`config.mk`:
```
export PLATFORM = sky130hd
export DESIGN_NAME = seq_detect_prog
export DESIGN_NICKNAME = d
export VERILOG_FILES = /design/src/rtl/seq_detect_prog.sv
export SDC_FILE = /design/constraint.sdc
export NUM_CORES = 1
export LEC_CHECK = 0
export ABC_AREA = 1
export BUFFER_PORTS_ARGS = -buffer_cell sky130_fd_sc_hd__buf_2
export CORE_AREA = 4 4 62 64
export DETAILED_ROUTE_END_ITERATION = 8
export DIE_AREA = 0 0 66 68
export PLACE_DENSITY = 0.81
export SKIP_CTS_REPAIR_TIMING = 1
export SLEW_MARGIN = 20
export SYNTH_ARGS = -nofsm -noshare
export SYNTH_HDL_FRONTEND = slang
export SYNTH_SLANG_ARGS = --single-unit
```
`constraint.sdc`:
```
create_clock -name clk -period 4.8 [get_ports clk]
set_input_delay 0.24 -clock clk [delete_from_list [all_inputs] [get_ports clk]]
set_output_delay 0.24 -clock clk [all_outputs]
set_load 0.01 [all_outputs]
```
`src/rtl/seq_detect_prog.sv`:
```
// Runtime-programmable serial sequence detector with registered Mealy match
// output, overlap/non-overlap selection and a saturating match counter.
module seq_detect_prog #(
  parameter int unsigned          MAX_LEN     = 8,
  parameter int unsigned          CNT_W       = 8,
  parameter logic [MAX_LEN-1:0]   DEF_PATTERN = MAX_LEN'(9),
  parameter int unsigned          DEF_LEN     = 4,
  parameter bit                   DEF_OVERLAP = 1'b1,
  localparam int unsigned         LW          = $clog2(MAX_LEN) + 1
) (
  input  logic               clk,
  input  logic               rst,
  input  logic               cfg_load,
  input  logic [MAX_LEN-1:0] cfg_pattern,
  input  logic [LW-1:0]      cfg_len,
  input  logic               cfg_overlap,
  input  logic               in_valid,
  input  logic               ser_in,
  output logic               match,
  output logic [CNT_W-1:0]   match_count,
  output logic               cfg_err
);

  typedef enum logic {
    S_FILL  = 1'b0,
    S_ARMED = 1'b1
  } state_t;

  logic [MAX_LEN-1:0] pattern_q, pattern_nxt;
  logic [LW-1:0]      len_q, len_nxt;
  logic               overlap_q, overlap_nxt;
  logic [MAX_LEN-1:0] hist_q, hist_nxt;
  logic [LW-1:0]      fill_q, fill_nxt;
  logic               match_nxt;
  logic [CNT_W-1:0]   count_nxt;
  logic               cfg_err_nxt;

  state_t             state_c;
  logic [MAX_LEN-1:0] len_mask_c;
  logic [MAX_LEN-1:0] load_mask_c;
  logic [MAX_LEN-1:0] win_c;
  logic               cfg_legal_c;
  logic               hit_c;

  // Masks selecting the low len bits for the active and the incoming length
  always_comb begin
    len_mask_c  = '0;
    load_mask_c = '0;
    for (int i = 0; i < int'(MAX_LEN); i++) begin
      len_mask_c[i]  = (LW'(i) < len_q);
      load_mask_c[i] = (LW'(i) < cfg_len);
    end
  end

  // State register: configuration, history, fill and registered outputs
  always_ff @(posedge clk) begin
    if (rst) begin
      pattern_q   <= DEF_PATTERN;
      len_q       <= LW'(DEF_LEN);
      overlap_q   <= DEF_OVERLAP;
      hist_q      <= '0;
      fill_q      <= '0;
      match       <= 1'b0;
      match_count <= '0;
      cfg_err     <= 1'b0;
    end else begin
      pattern_q   <= pattern_nxt;
      len_q       <= len_nxt;
      overlap_q   <= overlap_nxt;
      hist_q      <= hist_nxt;
      fill_q      <= fill_nxt;
      match       <= match_nxt;
      match_count <= count_nxt;
      cfg_err     <= cfg_err_nxt;
    end
  end

  // Next-state logic: legal load wins over a valid bit; illegal load only flags
  always_comb begin
    pattern_nxt = pattern_q;
    len_nxt     = len_q;
    overlap_nxt = overlap_q;
    hist_nxt    = hist_q;
    fill_nxt    = fill_q;
    match_nxt   = 1'b0;
    count_nxt   = match_count;
    cfg_err_nxt = 1'b0;

    cfg_legal_c = (cfg_len != '0) && (cfg_len <= LW'(MAX_LEN));
    win_c       = {hist_q[MAX_LEN-2:0], ser_in};
    state_c     = (fill_q >= (len_q - LW'(1))) ? S_ARMED : S_FILL;
    hit_c       = in_valid && (state_c == S_ARMED) &&
                  ((win_c & len_mask_c) == (pattern_q & len_mask_c));

    if (cfg_load && cfg_legal_c) begin
      pattern_nxt = cfg_pattern & load_mask_c;
      len_nxt     = cfg_len;
      overlap_nxt = cfg_overlap;
      hist_nxt    = '0;
      fill_nxt    = '0;
      count_nxt   = '0;
    end else begin
      cfg_err_nxt = cfg_load;
      if (in_valid) begin
        hist_nxt  = win_c;
        match_nxt = hit_c;
        if (hit_c && (match_count != '1)) begin
          count_nxt = match_count + CNT_W'(1);
        end
        if (hit_c && !overlap_q) begin
          fill_nxt = '0;
        end else if (fill_q != LW'(MAX_LEN)) begin
          fill_nxt = fill_q + LW'(1);
        end
      end
    end
  end

endmodule

```
# Word-level counts from Yosys, hierarchy flattened
# Index checks and enable logic that the tools add are counted.
totals:
  ff_bits: 34
  latch_bits: 0
  ram_bits: 0
  mem_bits_ro: 0
  out_inout_bits: 10
  word_cells: 52
  mem_count: 0
op_classes:
  add_sub_neg: 3
  mul: 0
  div: 0
  n_lt_le_gt_ge: 18
  n_eq_ne: 3
  n_shift: 0
  muxes: 3
  n_bitwise: 4
  n_reduce_logical: 13
op_table:
  columns: ["cell", "count"]
  rows:
  - ["less-than comparator 3 x 4 -> 1 bit (first input constant)", 8]
  - ["AND 8 bit", 3]
  - ["less-than comparator 1 x 4 -> 1 bit (first input constant)", 4]
  - ["less-than comparator 2 x 4 -> 1 bit (first input constant)", 4]
  - ["adder 8 x 1 -> 8 bit (second input constant)", 1]
  - ["equality test 8 bit", 1]
  - ["2-to-1 mux 4 bit", 2]
  - ["inequality test 8 bit (second input constant)", 1]
  - ["logical AND 1 bit", 6]
  - ["adder 4 x 1 -> 4 bit (second input constant)", 1]
  - ["greater-or-equal comparator 4 bit", 1]
  - ["<= comparator 4 bit (second input constant)", 1]
  - ["inequality test 4 bit (second input constant)", 1]
  - ["AND reduction 2 bit", 2]
  - ["nonzero test 4 bit", 1]
  - ["subtractor 4 x 1 -> 4 bit (second input constant)", 1]
  - ["OR reduction 3 bit", 1]
  - ["nonzero test 2 bit", 1]
  - ["OR reduction 2 bit", 1]
  - ["zero test 1 bit", 1]
  - ["2-to-1 mux 1 bit", 1]
  - ["inverter 1 bit", 1]

# Depth between registers and ports, before layout
# Gate-level depths: netlist (run 1).
logic_depth:
  ltp_word: 8
  depth_mapped: 13
  mapped_depth_nobuf: 13

# Least setup slack after synthesis (run 1)
# Ideal clock, no wire load.
synth_path:
  path_kind: "register to register"
  from: "register len_q[0]"
  to: "register match_count[0]"
  setup_ns: 0.120
  t_arrival_ns: 1.809
  required_ns: 4.680
  slack_ns: 2.871
  stages_incl_launch_ff: 14
  path_buffers: 1
  synth_period_minus_slack_ns: 1.929
  path_cell_list: "dfxtp_1 inv_1 ha_1 xnor2_1 ha_1 nand2_1 inv_1 nand2_1 nand3_1 nor2b_1 clkbuf_2 nand3_4 nand2_1 a21oi_1"
synth_via:
  elab_chain_len: 7
  word_cells_on_any_way: 18
  classes_between: "1 x add/sub; 9 x order compare; 1 x eq/ne; 1 x mux; 2 x bitwise; 4 x reduce/logical"
synth_rtl:
  columns: ["element", "line", "rtl"]
  rows:
  - ["start, declared", "30", "logic [LW-1:0] len_q, len_nxt;"]
  - ["start signal, assigned", "59", "len_q <= LW'(DEF_LEN);"]
  - ["start signal, assigned", "68", "len_q <= len_nxt;"]
  - ["subtractor 4 x 1 -> 4 bit", "91", "state_c = (fill_q >= (len_q - LW'(1))) ? S_ARMED : S_FILL;"]
  - ["greater-or-equal comparator 4 bit", "91", null]
  - ["2-to-1 mux 1 bit", "91", null]
  - ["logical AND 1 bit", "92", "hit_c = in_valid && (state_c == S_ARMED) &&"]
  - ["logical AND 1 bit (*)", "92", null]
  - ["logical AND 1 bit (*)", "107", "if (hit_c && (match_count != '1)) begin"]
  - ["AND reduction 2 bit (no source line) (*)", null, null]
  - ["end signal, assigned", "73", "match_count <= count_nxt;"]
  - ["end, declared", "20", "output logic [CNT_W-1:0] match_count,"]
# Mark *: on every way between the ends. The rest lies on a longest branch, timed or not.
# A chain may end at the register's enable or synchronous reset.

# Worst setup path after layout (run 1)
# Ends and elaborated chain as after synthesis.

==> results.yml, run 1 <==
status:
  status: "finished, final reports clean"
global_routing:
  grt_max_degree: 30
  antenna_found_initial: 0
  grt_first_pass_wirelength_mm: 6.67
  grt_overflow: 0
  track_usage_pct: 19.5
  first_global_vias: 1574
floorplanning:
  rows: 21
  die_x_um: 66
  ios: 28
  core_area_mm2: 0.00328
  die_h_um: 68
  die_area_mm2: 0.00449
  start_util_pct: 58.8
synthesis:
  synth.cell_area_mm2: 0.00193
  synth_cell_types: 28
  synth_edf_count: 0
  synthCells: 276
  synth_async_sr_flop_share_pct: 0
  yosysSeqAreaShare_pct: 35.3
  yosysWarnings: 0
  syn_avg_cell_area_um2: 6.99
  syn_nets: 304
  yosys_register_bits: 34
  synth_ff_type: "dfxtp_1"
run:
  maxCapViolCount: 0
setup_path:
  critical_path.max_stage_delay_ns: 0.59
  path_class: "flop to flop"
  worst-path-buf-inv: 2
  cp_cell_sequence: "inv_1, ha_1, xnor2_1, ha_1, nand2_1, inv_1, nand2_1, nand3_1, nor2b_1, nand3_4, nand2_1, a21oi_1"
  path_common_cell: "nand2_1"
  path_delay_family: "simple AND/OR/NAND/NOR gates"
  cp.required_ns: 4.99
  worstPathMaxFanout: 10
  start_kind: "flop"
  critPathArrivalTime_ns: 2.66
  critPathCaptureType: "flop"
  cpMaxStageDelayCell: "nor2b_1"
pwr:
  power.density_cell_area_mw_per_mm2: 295
  ir_drop_v: 0.000181
  swShare_pct: 25.4
  p_leak_nw: 1.05
  power_mw: 0.648
  pwr-share-comb_pct: 12.9
  clkPwrFrac_pct: 41.2
  power.switching_mw: 0.165
  cellInternalPower_mw: 0.483
  seq_power_share_pct: 45.8
placement:
  post-place-ws_ns: 2.35
  place_area_mm2: 0.00209
  io_buffers: 27
  post-dp-hpwl_mm: 2.96
  gp_congestion: 0.900
route:
  highest_layer: "met4"
  vias: 1796
  drt_iter0_markers: 79
  wl_met1_mm: 1.83
  drc_errors: 0
  wl_mm: 3.97
  vias_per_cell: 5.13
  drt_pass1_iterations: 4
  wl_per_cell_um: 11.3
  dr_wl_met3_um: 189
  ant_nets: 0
  dr_wl_met2_mm: 1.86
cts:
  ctsLongestPathBuffers: 2
  htree_levels: 2
  numCtsBuffers: 5
  clk_pin_slew_ns: 0.11
  clock_latency_ns: 0.35
  tritoncts: "yes"
  cts_sinks: 34
  cts_root_buffer: "clkbuf_4"
sta:
  max_freq_mhz: 405
  tightest_slew_ns: 0.964
  finalCritPeriodShare_pct: 51.4
  slew-limit-headroom_pct: 35.6
  fin_skew_ns: 0.0108
  period_needed_ns: 2.47
  rsz0062_at_grt: "no"
  setup_viol: 0
  whs_ns: 0.108
  timing.final.ws_setup_ns: 2.33
  maxSlewViolCount: 0
  finalHoldViolCount: 0
  fin_setup_tns_ns: 0
hold_path:
  min_path_type: "input pin to flop"
finish:
  diodes: 0
  nNetsFinal: 331
  design_area_mm2: 0.00220
  area_growth_pct: 13.7
  drive_gt1_share_pct: 14.5
-- layer usage --
layer,vias to the layer above,GRT usage [%]
li1,950,-
met1,801,22.3
met2,35,34.2
met3,10,5.75
met4,0,7.87
met5,-,0
-- metrics by stage --
stage                     instances  utilization (%)
after CTS                       350             66.9
after detailed placement        342             63.6
after global placement          342             63.6
after floorplan                 276                -
after global routing            350             66.9
final                           350             66.9
-- area by class of cell --
cell class,count,area (um^2)
clock inverter,3,68.8
tap,46,57.6
clock buffer,5,37.5
fill,290,1090
timing repair buffer,27,135
sequential,34,681
inverter,44,165
multi-input combinational,191,1050
-- worst register-to-register path, delay by kind of cell, from the launching register on --
family	cells	cell delay (ns)
fa+ha+maj	2	0.53
simple gates	6	1.06
xor+xnor	1	0.13
buf+inv	2	0.14
flops	1	0.38
compound gates	1	0.06
-- sequential cells by signal (all words and copies together) (netlist names) --
name / cells
match_count: 8
pattern_q: 8
hist_q: 7
fill_q: 4
len_q: 4
cfg_err: 1
match: 1
overlap_q: 1
-- kinds of logic after synthesis --
family	synth area share (%)
compound gates	11.7
xor+xnor	4.54
fa+ha+maj	6.48
buf+inv	10.3
flops	35.3
simple gates	31.7
-- power groups by stage --
| stage | logic, mW | clock network, mW | registers (mW) |
|---|---|---|---|
| floorplan | 0.0635 | 0 | 0.302 |
| global placement | 0.0820 | 0 | 0.303 |
| detailed placement | 0.0830 | 0 | 0.303 |
| CTS | 0.0838 | 0.269 | 0.297 |
| global route | 0.0971 | 0.285 | 0.298 |
| finish | 0.0837 | 0.267 | 0.297 |
-- cells in the mapped netlist, types with 2 or more instances --
library cell | count | area, um^2
o22ai_1 | 4 | 25.0
o211ai_1 | 6 | 45.0
nand3_1 | 17 | 85.1
dfxtp_1 | 34 | 681
nand4_1 | 14 | 87.6
xor2_1 | 6 | 52.6
clkbuf_1 | 3 | 11.3
ha_1 | 10 | 125
nor2_2 | 2 | 12.5
nor2_1 | 25 | 93.8
o32ai_1 | 2 | 17.5
nand2_2 | 3 | 18.8
buf_2 | 2 | 10.0
o21ai_0 | 5 | 25.0
inv_1 | 44 | 165
nand2_1 | 64 | 240
xnor2_1 | 4 | 35.0
a21oi_1 | 21 | 105
-- layout by cell type, fill, tap and decap left out, types with 3 or more instances in the layout --
master	netlist	layout
inv_1	44	44
nand4_1	14	14
clkbuf_4	0	5
ha_1	10	10
buf_2	2	27
nor2_1	25	25
nand3_1	17	17
dfxtp_1	34	34
xnor2_1	4	4
xor2_1	6	6
nand2_2	3	3
o211ai_1	6	6
o22ai_1	4	4
a21oi_1	21	21
nand2_1	64	64
o21ai_0	5	5
-- worst paths after layout --
path | start | end | slack, ns | depth (start not counted)
worst max-delay path | len_q[0] | match_count[0] | 2.33 | 12
worst min-delay path | cfg_pattern[0] | pattern_q[0] | 0.11 | 3
worst max register to register | len_q[0] | match_count[0] | 2.33 | 12
worst min register to register | match_count[1] | match_count[1] | 0.50 | 2
Note: power is estimated with default switching activity, not from simulation.
==> inputs of run 2 (changes only) <==
--- a/config.mk
+++ b/config.mk
@@ -7,10 +7,10 @@
 export LEC_CHECK = 0
 export ABC_AREA = 1
 export BUFFER_PORTS_ARGS = -buffer_cell sky130_fd_sc_hd__buf_2
-export CORE_AREA = 4 4 62 64
+export CORE_AREA = 4 4 64 66
 export DETAILED_ROUTE_END_ITERATION = 8
-export DIE_AREA = 0 0 66 68
-export PLACE_DENSITY = 0.81
+export DIE_AREA = 0 0 68 70
+export PLACE_DENSITY = 0.77
 export SKIP_CTS_REPAIR_TIMING = 1
 export SLEW_MARGIN = 20
 export SYNTH_ARGS = -nofsm -noshare
==> constraint.sdc (replaced) <==
create_clock -name clk -period 2.4 [get_ports clk]
set_input_delay 0.12 -clock clk [delete_from_list [all_inputs] [get_ports clk]]
set_output_delay 0.12 -clock clk [all_outputs]
set_load 0.01 [all_outputs]
==> run 2 against run 1 <==
  * The flow now finishes with violations (negative hold slack)
  * Largest cell class unchanged
  * Cell count up 1.4%
  * Total power increased by 82%
  * Utilization fell by 5.6 points
  * Clock power increased by 54%
  * Sequential power up 100%
  * Worst hold slack worse by 0.11 ns
==> results.yml, run 2 (synthesis results as in run 1) <==
status:
  violations: "negative hold slack"
  status: "finished, violations left"
pwr:
  seq_power_share_pct: 50.4
  power.switching_mw: 0.312
  swShare_pct: 26.5
  pwr-share-comb_pct: 14.6
  p_leak_nw: 1.04
  clkPwrFrac_pct: 35.0
  power.density_cell_area_mw_per_mm2: 537
  ir_drop_v: 0.000329
  cellInternalPower_mw: 0.866
floorplanning:
  ios: 28
  die_x_um: 68
  start_util_pct: 54.0
  rows: 22
  die_h_um: 70
  die_area_mm2: 0.00476
  core_area_mm2: 0.00358
setup_path:
  critical_path_depth: 13
  cpMaxStageDelayCell: "dfxtp_1"
  critPathArrivalTime_ns: 2.33
  rrSetupSlack_ns: 0.29
  start_kind: "flop"
  cp_cell_sequence: "inv_1, ha_1, xnor2_1, ha_1, nand2_1, inv_1, nand2_1, nand3_1, nand2_1, inv_1, nand4_1, nand3_1, a21oi_1"
  path_delay_family: "simple AND/OR/NAND/NOR gates"
  reg2reg_depth: 13
  cp-startpoint: "len_q[0]"
  r2r_start: "len_q[0]"
  critical_path.max_stage_delay_ns: 0.37
  r2r-end: "fill_q[2]"
  setup.worst_path.end: "fill_q[2]"
  path_class: "flop to flop"
  critPathCaptureType: "flop"
  worst-path-buf-inv: 3
  worstPathMaxFanout: 8
  cp.required_ns: 2.62
cts:
  htree_levels: 2
  clk_pin_slew_ns: 0.10
  cts_root_buffer: "clkbuf_4"
  clock_latency_ns: 0.34
  ctsLongestPathBuffers: 2
  tritoncts: "yes"
  numCtsBuffers: 5
  cts_sinks: 34
sta:
  fin_skew_ns: 0.0118
  maxSlewViolCount: 0
  tightest_slew_ns: 0.419
  whs_ns: -0.00572
  finalHoldViolCount: 1
  period_needed_ns: 2.11
  setup_viol: 0
  max_freq_mhz: 474
  finalCritPeriodShare_pct: 87.9
  timing.final.ws_setup_ns: 0.290
  rsz0062_at_grt: "no"
  slew-limit-headroom_pct: 72.0
  fin_setup_tns_ns: 0
finish:
  drive_gt1_share_pct: 14.3
  design_area_mm2: 0.00219
  final_common_cell: "nand2_1"
  stdcell_count: 355
  area_growth_pct: 13.5
  diodes: 0
  reg_top3: "match_count x8, pattern_q x8, hist_q x7"
  nNetsFinal: 334
  final_cell_mix: "64 x nand2_1, 44 x inv_1, 34 x dfxtp_1"
hold_path:
  hold_depth: 3
  min_path_type: "input pin to flop"
route:
  vias: 1810
  ant_nets: 0
  drc_errors: 0
  wl_mm: 3.94
  drt_pass1_iterations: 4
  drt_iter0_markers: 139
  vias_per_cell: 5.10
  wl_per_cell_um: 11.1
placement:
  place_area_mm2: 0.00211
  gp_congestion: 0.846
  post-place-ws_ns: 0.345
  post-dp-hpwl_mm: 3.07
  io_buffers: 27
  post-place-cells: 346
global_routing:
  antenna_found_initial: 0
  first_global_vias: 1641
  grt_overflow: 0
  grt_first_pass_wirelength_mm: 6.96
  track_usage_pct: 18.4
  grt_max_degree: 30
run:
  maxCapViolCount: 0
-- run 2: final cells by class --
cell class              instances  area (um^2)
fillers                       363         1390
repair buffers                 30          160
multi-input cells             191         1050
clock buffers                   7         45.0
inverters                      44          165
flip-flops and latches         34          681
well taps                      48         60.1
clock inverters                 1         30.0
-- run 2: how the worst min path moves through the flow --
stage	from	to
after global routing	rst	len_q[0]
after detailed placement	cfg_overlap	overlap_q
final	cfg_overlap	overlap_q
after floorplan	rst	len_q[0]
after global placement	cfg_pattern[0]	pattern_q[0]
after CTS	cfg_overlap	overlap_q
-- run 2: power by group through the flow --
stage	registers, mW	clock network (mW)	logic (mW)
finish	0.594	0.412	0.172
global route	0.596	0.439	0.197
CTS	0.594	0.421	0.172
detailed placement	0.607	0	0.171
global placement	0.606	0	0.168
floorplan	0.604	0	0.127
-- run 2: tightest hold or removal path, stage by stage --
cell and delay, ns:
buf_2 0.07, nand2_1 0.04, o211ai_1 0.06
-- run 2: metrics by stage --
stage | total power, mW | util (%)
2_1_floorplan | 0.731 | -
3_3_place_gp | 0.774 | 58.9
3_5_place_dp | 0.777 | 58.9
4_1_cts | 1.19 | 61.0
5_1_grt | 1.23 | 61.3
6_report | 1.18 | 61.3
-- run 2: per-layer routing --
layer  GRT usage, %  vias up  wire (um)
li1               -      956          -
met1           24.3      819       1780
met2           29.7       31       1940
met3           4.82        4        182
met4           3.97        0         38
met5              0        -          0
==> inputs of run 3 (changes only) <==
--- a/config.mk
+++ b/config.mk
@@ -7,9 +7,9 @@
 export LEC_CHECK = 0
 export ABC_AREA = 1
 export BUFFER_PORTS_ARGS = -buffer_cell sky130_fd_sc_hd__buf_2
-export CORE_AREA = 4 4 64 66
+export CORE_AREA = 2 2 62 64
 export DETAILED_ROUTE_END_ITERATION = 8
-export DIE_AREA = 0 0 68 70
+export DIE_AREA = 0 0 64 66
 export PLACE_DENSITY = 0.77
 export SKIP_CTS_REPAIR_TIMING = 1
 export SLEW_MARGIN = 20
==> run 3 against run 2 <==
  * The flow still finishes with violations (negative hold slack)
  * Setup slack lost 0.023 ns
  * Via count shrank 0.28%
  * First-iteration DRC count shrank 7.2%
  * Sequential power is essentially flat
  * Critical path type unchanged
  * Highest routed layer unchanged
  * Clock skew shrank 0.0024 ns
  * Final area grew 1.2%
  * Non-clock buffer count grew 2
  * Register-to-register slack lost 0.02 ns
  * Utilization grew 1.2 points
  * Worst hold slack lost 0.0017 ns
  * Global-route usage grew 3.2 points
==> results.yml, run 3 (synthesis results as in run 1) <==
cts:
  cts_root_buffer: "clkbuf_4"
  clock_latency_ns: 0.34
  clk_pin_slew_ns: 0.10
  tritoncts: "yes"
  ctsLongestPathBuffers: 2
  htree_levels: 2
  numCtsBuffers: 5
  cts_sinks: 34
sta:
  setup_viol: 0
  rsz0062_at_grt: "no"
  max_freq_mhz: 469
  maxSlewViolCount: 0
  finalHoldViolCount: 1
  whs_ns: -0.00746
  finalCritPeriodShare_pct: 88.9
  fin_setup_tns_ns: 0
  tightest_slew_ns: 0.446
  period_needed_ns: 2.13
  slew-limit-headroom_pct: 70.2
  fin_skew_ns: 0.00942
finish:
  reg_top3: "match_count x8, pattern_q x8, hist_q x7"
  stdcell_count: 356
  final_cell_mix: "64 x nand2_1, 44 x inv_1, 34 x dfxtp_1"
  diodes: 0
  area_growth_pct: 14.9
  final_common_cell: "nand2_1"
  nNetsFinal: 336
  drive_gt1_share_pct: 14.6
  fillers: 339
global_routing:
  antenna_found_initial: 0
  grt_first_pass_wirelength_mm: 7.09
  grt_overflow: 0
  first_global_vias: 1723
  grt_max_degree: 30
  track_usage_pct: 21.6
floorplanning:
  start_util_pct: 54.4
  core_area_mm2: 0.00355
  die_h_um: 66
  rows: 22
  ios: 28
  die_area_mm2: 0.00422
  die_x_um: 64
pwr:
  power.switching_mw: 0.311
  pwr-share-comb_pct: 14.6
  swShare_pct: 25.9
  clkPwrFrac_pct: 35.9
  cellInternalPower_mw: 0.889
  p_leak_nw: 1.06
  power.density_cell_area_mw_per_mm2: 541
  ir_drop_v: 0.000295
  seq_power_share_pct: 49.5
setup_path:
  r2r-end: "fill_q[3]"
  critPathArrivalTime_ns: 2.35
  start_kind: "flop"
  cp.required_ns: 2.62
  critPathCaptureType: "flop"
  reg2reg_depth: 13
  rrSetupSlack_ns: 0.27
  cp_cell_sequence: "inv_1, ha_1, xnor2_1, ha_1, nand2_1, inv_1, nand2_1, nand3_1, nand2_1, inv_1, nand4_1, nand3_1, a21oi_1"
  path_class: "flop to flop"
  worstPathMaxFanout: 8
  critical_path.max_stage_delay_ns: 0.38
  r2r_start: "len_q[0]"
  cpMaxStageDelayCell: "dfxtp_1"
  cp-startpoint: "len_q[0]"
route:
  wl_met1_mm: 1.88
  vias: 1805
  drc_errors: 0
  ant_nets: 0
  highest_layer: "met4"
  vias_per_cell: 5.07
  drt_iter0_markers: 129
  wl_mm: 4.02
  wl_per_cell_um: 11.3
  dr_wl_met3_um: 148
  drt_pass1_iterations: 5
  dr_wl_met2_mm: 1.94
hold_path:
  min_path_type: "input pin to flop"
  hold_depth: 3
  min_to: "pattern_q[0]"
  hold_start: "cfg_pattern[0]"
placement:
  io_buffers: 27
  post-dp-hpwl_mm: 2.96
  gp_congestion: 0.825
  post-place-cells: 346
status:
  violations: "negative hold slack"
  status: "finished, violations left"
run:
  maxCapViolCount: 0
## run 3: cell count changes in the layout (fill, tap and decap cells not counted), sizes merged
cell,delta
clkbuf,-1
dlygate4sd3,+2
## run 3: metal layers
metal	up-vias	global-route usage (%)
met5	-	0
met4	0	8.70
met3	5	6.47
met2	37	37.9
met1	800	24.4
li1	963	-
## run 3: worst max-delay path, delay by kind of cell (launching register included)
kind,cells,cell delay (ns)
AO/OA/AOI/OAI,1,0.08
XOR/XNOR,1,0.13
adder cells (fa/ha/maj),2,0.53
buffers and inverters,3,0.22
flip-flops,1,0.38
AND/OR/NAND/NOR,6,0.66
## run 3: layout make-up
| type | instances | area (um^2) | share of cell area [%] |
|---|---|---|---|
| tap | 48 | 60.1 | 2.71 |
| multi-input combinational | 191 | 1050 | 47.4 |
| inverter | 44 | 165 | 7.44 |
| clock buffer | 6 | 51.3 | 2.31 |
| clock inverter | 1 | 30.0 | 1.35 |
| sequential | 34 | 681 | 30.7 |
| timing repair buffer | 32 | 180 | 8.12 |
## run 3: worst max path at each step
stage	end	cells past startpoint
5_1_grt	fill_q[3]	13
4_1_cts	match_count[0]	13
6_report	fill_q[3]	13
3_5_place_dp	match_count[6]	13
3_3_place_gp	match_count[4]	13
2_1_floorplan	match_count[0]	13
## run 3: through the flow
step | worst slack, ns | util, % | instance area [um^2] | hold slack (ns) | power, mW
3_5_place_dp | 0.320 | 59.3 | 2110 | 0.343 | 0.778
5_1_grt | 0.107 | 62.5 | 2220 | 0.0145 | 1.27
4_1_cts | 0.279 | 61.6 | 2190 | -0.0163 | 1.21
2_1_floorplan | 0.471 | - | 1930 | 0.236 | 0.731
3_3_place_gp | 0.386 | 59.3 | 2110 | 0.339 | 0.776
6_report | 0.266 | 62.5 | 2220 | -0.00746 | 1.20
## run 3: power groups by stage
stage / registers (mW) / logic [mW] / clock network [mW]
floorplan: 0.604 / 0.127 / 0
global placement: 0.606 / 0.169 / 0
detailed placement: 0.607 / 0.171 / 0
CTS: 0.594 / 0.172 / 0.443
global route: 0.596 / 0.201 / 0.472
finish: 0.594 / 0.175 / 0.431
